$ cat src/rtl/pwm_config_readback_pkg.sv
// Shared types and constants for the PWM configuration readback path.
// DEFAULT_HEADER is also used by the RX-side config parser to recognise frames.
package pwm_config_readback_pkg;

    typedef enum logic [2:0] {
        IDLE,
        SEND,
        GAP,
        FETCH,
        CAPTURE
    } state_t;

    localparam logic [7:0] DEFAULT_HEADER = 8'hA5;

    // All frame bytes, checksum included, sum to zero modulo 256.
    function automatic logic [7:0] calcChk(input logic [7:0] runningSum);
        return 8'h00 - runningSum;
    endfunction

endpackage

$ cat src/rtl/pwm_config_readback_if.sv
// Start/status, config memory read port and AVR serial TX user port of the readback block.
interface pwm_config_readback_if #(
    parameter int AW = 4
);
    logic          start;
    logic [AW-1:0] rd_addr;
    logic [7:0]    rd_data;
    logic [7:0]    tx_data;
    logic          new_tx_data;
    logic          tx_busy;
    logic          busy;
    logic          done;

    modport slave (
        input  start, rd_data, tx_busy,
        output rd_addr, tx_data, new_tx_data, busy, done
    );

    modport master (
        output start, rd_data, tx_busy,
        input  rd_addr, tx_data, new_tx_data, busy, done
    );
endinterface

$ cat src/rtl/pwm_config_readback.sv
// Sends HEADER, NUM_CH duty bytes read from config memory, then a checksum over the AVR TX port.
// Every output is registered; the FSM is a state register plus a next-value comb process.
module pwm_config_readback
    import pwm_config_readback_pkg::*;
#(
    parameter int          NUM_CH = 10,
    parameter int          AW     = 4,
    parameter logic [7:0]  HEADER = DEFAULT_HEADER
) (
    input  logic                 clk,
    input  logic                 rst_n,
    pwm_config_readback_if.slave bus
);

    localparam logic [3:0] LAST_IDX = 4'(NUM_CH);

    state_t        r_state,   w_nextState;
    logic [7:0]    r_byte,    w_nextByte;
    logic [7:0]    r_sum,     w_nextSum;
    logic [3:0]    r_idx,     w_nextIdx;
    logic          r_isChk,   w_nextIsChk;
    logic [AW-1:0] r_rdAddr,  w_nextRdAddr;
    logic [7:0]    r_txData,  w_nextTxData;
    logic          r_newTx,   w_nextNewTx;
    logic          r_busy,    w_nextBusy;
    logic          r_done,    w_nextDone;

    always_ff @(posedge clk or negedge rst_n) begin
        if (!rst_n) begin
            r_state  <= IDLE;
            r_byte   <= 8'h00;
            r_sum    <= 8'h00;
            r_idx    <= 4'd0;
            r_isChk  <= 1'b0;
            r_rdAddr <= '0;
            r_txData <= 8'h00;
            r_newTx  <= 1'b0;
            r_busy   <= 1'b0;
            r_done   <= 1'b0;
        end else begin
            r_state  <= w_nextState;
            r_byte   <= w_nextByte;
            r_sum    <= w_nextSum;
            r_idx    <= w_nextIdx;
            r_isChk  <= w_nextIsChk;
            r_rdAddr <= w_nextRdAddr;
            r_txData <= w_nextTxData;
            r_newTx  <= w_nextNewTx;
            r_busy   <= w_nextBusy;
            r_done   <= w_nextDone;
        end
    end

    // A start arriving in the done cycle is dropped: busy has already fallen there.
    always_comb begin
        w_nextState  = r_state;
        w_nextByte   = r_byte;
        w_nextSum    = r_sum;
        w_nextIdx    = r_idx;
        w_nextIsChk  = r_isChk;
        w_nextRdAddr = r_rdAddr;
        w_nextTxData = r_txData;
        w_nextNewTx  = 1'b0;
        w_nextBusy   = r_busy;
        w_nextDone   = 1'b0;

        case (r_state)
            IDLE: begin
                if (bus.start && !r_done) begin
                    w_nextByte  = HEADER;
                    w_nextSum   = HEADER;
                    w_nextIdx   = 4'd0;
                    w_nextIsChk = 1'b0;
                    w_nextBusy  = 1'b1;
                    w_nextState = SEND;
                end
            end
            SEND: begin
                if (!bus.tx_busy) begin
                    w_nextTxData = r_byte;
                    w_nextNewTx  = 1'b1;
                    w_nextState  = GAP;
                end
            end
            GAP: begin
                if (r_isChk) begin
                    w_nextDone  = 1'b1;
                    w_nextBusy  = 1'b0;
                    w_nextIsChk = 1'b0;
                    w_nextState = IDLE;
                end else if (r_idx < LAST_IDX) begin
                    w_nextRdAddr = AW'(r_idx);
                    w_nextState  = FETCH;
                end else begin
                    w_nextByte  = calcChk(r_sum);
                    w_nextIsChk = 1'b1;
                    w_nextState = SEND;
                end
            end
            FETCH: begin
                w_nextState = CAPTURE;
            end
            CAPTURE: begin
                w_nextByte  = bus.rd_data;
                w_nextSum   = r_sum + bus.rd_data;
                w_nextIdx   = r_idx + 4'd1;
                w_nextState = SEND;
            end
            default: begin
                w_nextState = IDLE;
            end
        endcase
    end

    assign bus.rd_addr     = r_rdAddr;
    assign bus.tx_data     = r_txData;
    assign bus.new_tx_data = r_newTx;
    assign bus.busy        = r_busy;
    assign bus.done        = r_done;

endmodule

$ cat src/flat_wrapper.sv
// flat-port wrapper written by rule: the top's interface ports become plain ports
module pwm_config_readback_flat import pwm_config_readback_pkg::*;
#(
    parameter int          NUM_CH = 10,
    parameter int          AW     = 4,
    parameter logic [7:0]  HEADER = DEFAULT_HEADER
)
  (clk, rst_n, bus_start, bus_rd_data, bus_tx_busy, bus_rd_addr, bus_tx_data, bus_new_tx_data, bus_busy, bus_done);
  pwm_config_readback_if #(.AW(AW)) bus_i ();
  input  logic clk;
  input  logic rst_n;
  input wire logic [$bits(bus_i.start)-1:0] bus_start;
  input wire logic [$bits(bus_i.rd_data)-1:0] bus_rd_data;
  input wire logic [$bits(bus_i.tx_busy)-1:0] bus_tx_busy;
  output wire logic [$bits(bus_i.rd_addr)-1:0] bus_rd_addr;
  output wire logic [$bits(bus_i.tx_data)-1:0] bus_tx_data;
  output wire logic [$bits(bus_i.new_tx_data)-1:0] bus_new_tx_data;
  output wire logic [$bits(bus_i.busy)-1:0] bus_busy;
  output wire logic [$bits(bus_i.done)-1:0] bus_done;
  assign bus_i.start = bus_start;
  assign bus_i.rd_data = bus_rd_data;
  assign bus_i.tx_busy = bus_tx_busy;
  assign bus_rd_addr = bus_i.rd_addr;
  assign bus_tx_data = bus_i.tx_data;
  assign bus_new_tx_data = bus_i.new_tx_data;
  assign bus_busy = bus_i.busy;
  assign bus_done = bus_i.done;
  pwm_config_readback #(.NUM_CH(NUM_CH), .AW(AW), .HEADER(HEADER)) u_core (.clk(clk), .rst_n(rst_n), .bus(bus_i));
endmodule
$ cat config.mk
export PLATFORM = sky130hd
export DESIGN_NAME = pwm_config_readback_flat
export DESIGN_NICKNAME = d
export VERILOG_FILES = /design/src/rtl/pwm_config_readback_pkg.sv /design/src/rtl/pwm_config_readback_if.sv /design/src/rtl/pwm_config_readback.sv /design/src/flat_wrapper.sv
export SDC_FILE = /design/constraint.sdc
export NUM_CORES = 1
export LEC_CHECK = 0
export ABC_CLOCK_PERIOD_IN_PS = 2000
export BUFFER_PORTS_ARGS = -buffer_cell sky130_fd_sc_hd__buf_2
export CAP_MARGIN = 20
export CORE_ASPECT_RATIO = 0.9
export CORE_MARGIN = 5
export CORE_UTILIZATION = 30
export CTS_CLUSTER_SIZE = 28
export DETAILED_ROUTE_END_ITERATION = 8
export PLACE_DENSITY = 0.48
export REMOVE_ABC_BUFFERS = 1
export SYNTH_ARGS = -nofsm -noshare
export SYNTH_HDL_FRONTEND = slang
export SYNTH_SLANG_ARGS = --single-unit
$ cat constraint.sdc
create_clock -name clk -period 2 [get_ports clk]
set_input_delay 0.2 -clock clk [delete_from_list [all_inputs] [get_ports clk]]
set_output_delay 0.2 -clock clk [all_outputs]
set_load 0.005 [all_outputs]
Yosys cells after proc, flatten, opt, wreduce, memory -nomap -nowiden
Cells that the tools add are included.
{"block": "word_totals", "in_bits": 12, "regBits": 39}
{"block": "classes", "add_sub_neg": 3, "reduce_logical": 13, "n_eq_ne": 9, "bitwise": 2, "n_mux": 23, "magnitude_cmp": 1}
{"operator": "two-way mux 8 bit", "count": 3}
{"operator": "one-hot mux 8 bit (3 select lines)", "count": 1}
{"operator": "one-hot mux 8 bit (2 select lines)", "count": 1}
{"operator": "one-hot mux 3 bit (5 select lines)", "count": 1}
{"operator": "two-way mux 1 bit", "count": 9}
{"operator": "two-way mux 3 bit", "count": 3}
{"operator": "adder 8 bit", "count": 1}
{"operator": "one-hot mux 4 bit (2 select lines)", "count": 1}
{"operator": "AND reduction 2 bit", "count": 4}
{"operator": "subtractor 1 x 8 -> 8 bit (first input constant)", "count": 1}
{"operator": "equality test 3 x 2 -> 1 bit (second input constant)", "count": 2}
{"operator": "!= test 2 bit (second input constant)", "count": 3}
{"operator": "AND reduction 3 bit", "count": 2}
{"operator": "adder 4 x 1 -> 4 bit (second input constant)", "count": 1}
{"operator": "< comparator 4 bit (second input constant)", "count": 1}
{"operator": "two-way mux 4 bit", "count": 1}
{"operator": "!= test 2 x 1 -> 1 bit (second input constant)", "count": 2}
{"operator": "one-hot mux 1 bit (2 select lines)", "count": 2}
{"operator": "AND reduction 4 bit", "count": 1}
{"operator": "nonzero test 2 bit", "count": 2}
{"operator": "equality test 3 x 1 -> 1 bit (second input constant)", "count": 1}
{"operator": "equality test 3 bit (second input constant)", "count": 1}
{"operator": "zero test 3 bit", "count": 1}
{"operator": "nonzero test 3 bit", "count": 1}
{"operator": "4 further kinds", "count": 5}

Longest topological paths before layout
{"block": "depth", "word_depth": 4, "depth_mapped": 8, "ltp_nobuf": 8}

Least setup slack after synthesis
OpenSTA, ideal clock, no wires.
{"block": "synth_timing", "path_kind": "reg-to-reg", "from": "register u_core.r_sum[0]", "to": "register u_core.r_sum[6]", "path_buffers": 0, "path_slack_ns": 0.062, "path_stages_with_launch": 9, "arrival_ns": 1.817, "synth_period_minus_slack_ns": 1.938, "cell_sequence": "dfrtp_1 ha_1 inv_1 fa_1 nor2b_1 o21ai_1 a21oi_1 or4_1 a32o_1"}
{"block": "synth_between", "elab_chain_len": 2}
{"element": "start: declaration", "line_no": "pwm_config_readback.sv:19", "text": "logic [7:0] r_sum, w_nextSum;"}
{"element": "start signal: assignment", "line_no": "pwm_config_readback.sv:43", "text": "r_sum <= w_nextSum;"}
{"element": "adder 8 bit", "line_no": "pwm_config_readback.sv:105", "text": "w_nextSum = r_sum + bus.rd_data;"}
{"element": "one-hot mux 8 bit (2 select lines)", "line_no": "pwm_config_readback.sv:67", "text": "case (r_state)"}
No other way between the ends.
A chain may end at the register's enable or synchronous reset.

Worst setup path in the final report
Same ends and word-level chain as after synthesis.

==> flow_results.xml <==
<?xml version="1.0" encoding="UTF-8"?>
<metrics>
  <group name="floorplanning">
    <metric name="num_rows" unit="">28</metric>
    <metric name="core_area" unit="sq um">6620</metric>
    <metric name="dieArea" unit="sq um">8570</metric>
    <metric name="floorplan.die.height" unit="microns">88.3</metric>
    <metric name="dieWidth" unit="microns">97.0</metric>
    <metric name="initial_utilization" unit="%">30.9</metric>
    <metric name="ioPinCount" unit="">27</metric>
  </group>
  <group name="clocking">
    <metric name="cts_buffers" unit="">5</metric>
    <metric name="tritoncts_clock_tree" unit="">done</metric>
    <metric name="clkTransAtPathRegs" unit="ns">0.08</metric>
    <metric name="insertion_delay" unit="ns">0.29</metric>
    <metric name="cts_htree_levels" unit="">2</metric>
    <metric name="clock_sink_count" unit="">39</metric>
    <metric name="clk_root_buffer_cell" unit="">clkbuf_8</metric>
    <metric name="cts.path.max_buffers" unit="">2</metric>
  </group>
  <group name="logic_synthesis">
    <metric name="yosysWarningCount" unit="">0</metric>
    <metric name="postSynthAreaPerCell" unit="sq um">10.5</metric>
    <metric name="netlist.area_leader.share" unit="%">47.7</metric>
    <metric name="ys_seq_area_share" unit="%">47.7</metric>
    <metric name="synth_top_flop_cell" unit="">dfrtp_1</metric>
    <metric name="asyncSetResetFlopFracSynth" unit="%">100</metric>
    <metric name="synth_top_area_cell" unit="">dfrtp_1</metric>
    <metric name="post_synth_instance_area" unit="sq um">2050</metric>
    <metric name="netlist_top_cells_area" unit="">dfrtp_1 (48%), mux2_2 (6.1%), ha_1 (5.5%)</metric>
    <metric name="postSynthCellCount" unit="">194</metric>
    <metric name="synth-seq-cells" unit="">39</metric>
    <metric name="synth_enable_flop_cells" unit="">0</metric>
    <metric name="netlist-cell-type-count" unit="">46</metric>
  </group>
  <group name="global_routing">
    <metric name="global_route.usage.total" unit="%">11.8</metric>
    <metric name="grt_ovf" unit="">0</metric>
    <metric name="grtUsageMet1" unit="%">16.2</metric>
    <metric name="grt_most_used_layer" unit="">met2</metric>
    <metric name="grt_util_met3" unit="%">3.15</metric>
    <metric name="gr-usage-met2" unit="%">18.1</metric>
    <metric name="global_route_wire_length_before_repair" unit="mm">7.94</metric>
    <metric name="grt_pass1_vias" unit="">1559</metric>
    <metric name="grt_start_max_net_pins" unit="">40</metric>
    <metric name="grt_antenna_before_repair" unit="">0</metric>
  </group>
  <group name="worst_setup_path">
    <metric name="startpoint_type" unit="">flip-flop</metric>
    <metric name="path_cells" unit="">ha_4, inv_2, fa_2, nor2b_1, o21ai_2, a21oi_2, or4_1, a32o_1</metric>
    <metric name="cp_slowest_stage_delay" unit="ns">0.46</metric>
    <metric name="path_class" unit="">reg -&gt; reg</metric>
    <metric name="required" unit="ns">2.18</metric>
    <metric name="cp_slowest_cell" unit="">or4_1</metric>
    <metric name="critical_path.n_buffers_inverters" unit="">1</metric>
    <metric name="timing.critical_path.max_delay_family" unit="">simple AND/OR/NAND/NOR gates</metric>
    <metric name="crit_arrival" unit="ns">2.11</metric>
    <metric name="crit_path_end_kind" unit="">flip-flop</metric>
    <metric name="crit_fanout" unit="">2</metric>
  </group>
  <group name="routing">
    <metric name="post_drt_wl_per_cell" unit="microns">14.0</metric>
    <metric name="drt_pre_antenna_iters" unit="">4</metric>
    <metric name="route.vias.total" unit="">1605</metric>
    <metric name="drtAntennaViolNets" unit="">0</metric>
    <metric name="dr_drc_count" unit="">0</metric>
    <metric name="drt-initial-drc-count" unit="">106</metric>
    <metric name="drt_wirelength" unit="mm">4.69</metric>
    <metric name="drt-vias-per-instance" unit="">4.79</metric>
  </group>
  <group name="layout">
    <metric name="layout.cells.most_common_list" unit="">dfrtp_1 (39), buf_2 (26), nor2_1 (21), buf_4 (21)</metric>
    <metric name="count_of_inserted_antenna_diode_cells" unit="">0</metric>
    <metric name="fill_cells" unit="">669</metric>
    <metric name="postLayoutCoreUtil" unit="%">38.2</metric>
    <metric name="drive_above_1_share" unit="%">32.2</metric>
    <metric name="final_cell_area" unit="sq um">2530</metric>
    <metric name="layout.cells.most_common" unit="">dfrtp_1</metric>
    <metric name="flow.area_growth_from_synthesis" unit="%">23.8</metric>
    <metric name="design.final.nets" unit="">266</metric>
  </group>
  <group name="timing">
    <metric name="hold_slack" unit="ns">0.231</metric>
    <metric name="post-route-min-period" unit="ns">1.93</metric>
    <metric name="timing.final.ws_setup" unit="ns">0.0681</metric>
    <metric name="max_slew.worst_pin.slew" unit="ns">0.618</metric>
    <metric name="layout_worst_path_cycle_share" unit="%">96.6</metric>
    <metric name="maxClockFrequency" unit="MHz">518</metric>
    <metric name="worst_slew_margin_rel" unit="%">58.5</metric>
    <metric name="timing.final.hold_violations" unit="">0</metric>
    <metric name="fin_skew" unit="ns">0.00355</metric>
    <metric name="finalMaxSlewViolations" unit="">0</metric>
    <metric name="grt_setup_unrepaired" unit="">true</metric>
    <metric name="final-setup-viol-count" unit="">0</metric>
  </group>
  <group name="pwr">
    <metric name="power_density" unit="nW/um^2">1360</metric>
    <metric name="report.power.total" unit="uW">3440</metric>
    <metric name="power.leakage" unit="uW">0.00110</metric>
    <metric name="worst_ir_drop_vdd" unit="V">0.000345</metric>
  </group>
  <group name="placed_design">
    <metric name="dp_hpwl" unit="mm">3.45</metric>
    <metric name="dpl_cell_area" unit="sq um">2400</metric>
    <metric name="routability_congestion" unit="">0.780</metric>
    <metric name="place.port_buffers" unit="">26</metric>
    <metric name="pre_cts_slack" unit="ns">0.0279</metric>
  </group>
  <group name="worst_hold_path">
    <metric name="hold_path.class" unit="">in -&gt; reg</metric>
  </group>
  <group name="status">
    <metric name="outcome" unit="">completed</metric>
  </group>
  <group name="job">
    <metric name="maxCapViolations" unit="">0</metric>
  </group>
</metrics>
==> metrics by stage <==
stage,std cells,TNS (ns)
3_5_place_dp,324,0
3_3_place_gp,324,0
6_report,335,0
5_1_grt,335,-0.0365
4_1_cts,333,0
2_1_floorplan,189,0
==> cell usage after synthesis, types with 3 or more instances <==
library cell and n:
a211oi_1 3, a21o_1 3, a21oi_1 15, a22oi_1 3
buf_4 3, dfrtp_1 39, ha_1 9, inv_1 7
mux2_2 11, nand2_1 14, nor2_1 21, o21ai_0 12
o21ai_1 3, o31ai_1 3, xnor2_1 4, xor2_1 4
==> sequential cells by signal, summed over array words and instances (netlist names) <==
| signal | cells |
|---|---|
| u_core.bus.new_tx_data | 1 |
| u_core.r_state | 3 |
| u_core.bus.done | 1 |
| u_core.r_idx | 4 |
| u_core.bus.busy | 1 |
| u_core.r_sum | 8 |
| u_core.r_byte | 8 |
| u_core.bus.tx_data | 8 |
| u_core.bus.rd_addr | 4 |
| u_core.r_isChk | 1 |
==> layer usage <==
metal,up-vias,share of wire (%)
met5,-,0
met4,0,1.3
met3,6,3.3
met2,29,44
met1,771,51
li1,799,-
==> worst reg2reg max path: stages (launching register included) <==
cell	delay, ns
dfrtp_1	0.41
ha_4	0.18
inv_2	0.06
fa_2	0.20
nor2b_1	0.05
o21ai_2	0.16
a21oi_2	0.07
or4_1	0.46
a32o_1	0.23
==> worst paths after layout <==
kind	startpoint	endpoint	slack (ns)	depth (start not counted)
min in group asynchronous	rst_n	u_core.bus.rd_addr[2]	0.50	3
max in group asynchronous	rst_n	u_core.bus.tx_data[6]	1.14	3
min reg2reg	u_core.bus.busy	u_core.bus.busy	0.48	1
max	u_core.r_sum[0]	u_core.r_sum[6]	0.07	8
max reg2reg	u_core.r_sum[0]	u_core.r_sum[6]	0.07	8
min	bus_tx_busy	u_core.r_state[1]	0.23	3
==> report_power, final <==
part / switching [uW] / internal (uW) / total (uW) / leakage [uW]
combinational: 839 / 806 / 1640 / 0.000596
sequential: 202 / 1070 / 1280 / 0.000459
clock: 273 / 245 / 518 / 0.0000422
==> cells by family after synthesis <==
kind of cell    synth area share [%]
simple gates                    15.7
compound gates                  17.6
flops                           47.7
buf+inv                         3.06
mux                             6.06
fa+ha+maj                       6.48
xor+xnor                        3.42
==> layout make-up <==
type	count	area, sq um	share of cell area, %
inverter	8	30.0	1.19
tap	90	113	4.45
multi-input combinational	142	1030	40.9
clock inverter	1	5.00	0.198
clock buffer	7	76.3	3.01
timing repair buffer	48	298	11.8
sequential	39	976	38.5
==> repair_timing <==
item,4_1_cts,5_1_grt
hold buffers,1,0
endpoints found under the setup margin,0,3
endpoints found under the hold margin,39,0
setup buffers,0,2
gates resized for setup,0,7
Note: power is estimated with default switching activity, not from simulation.
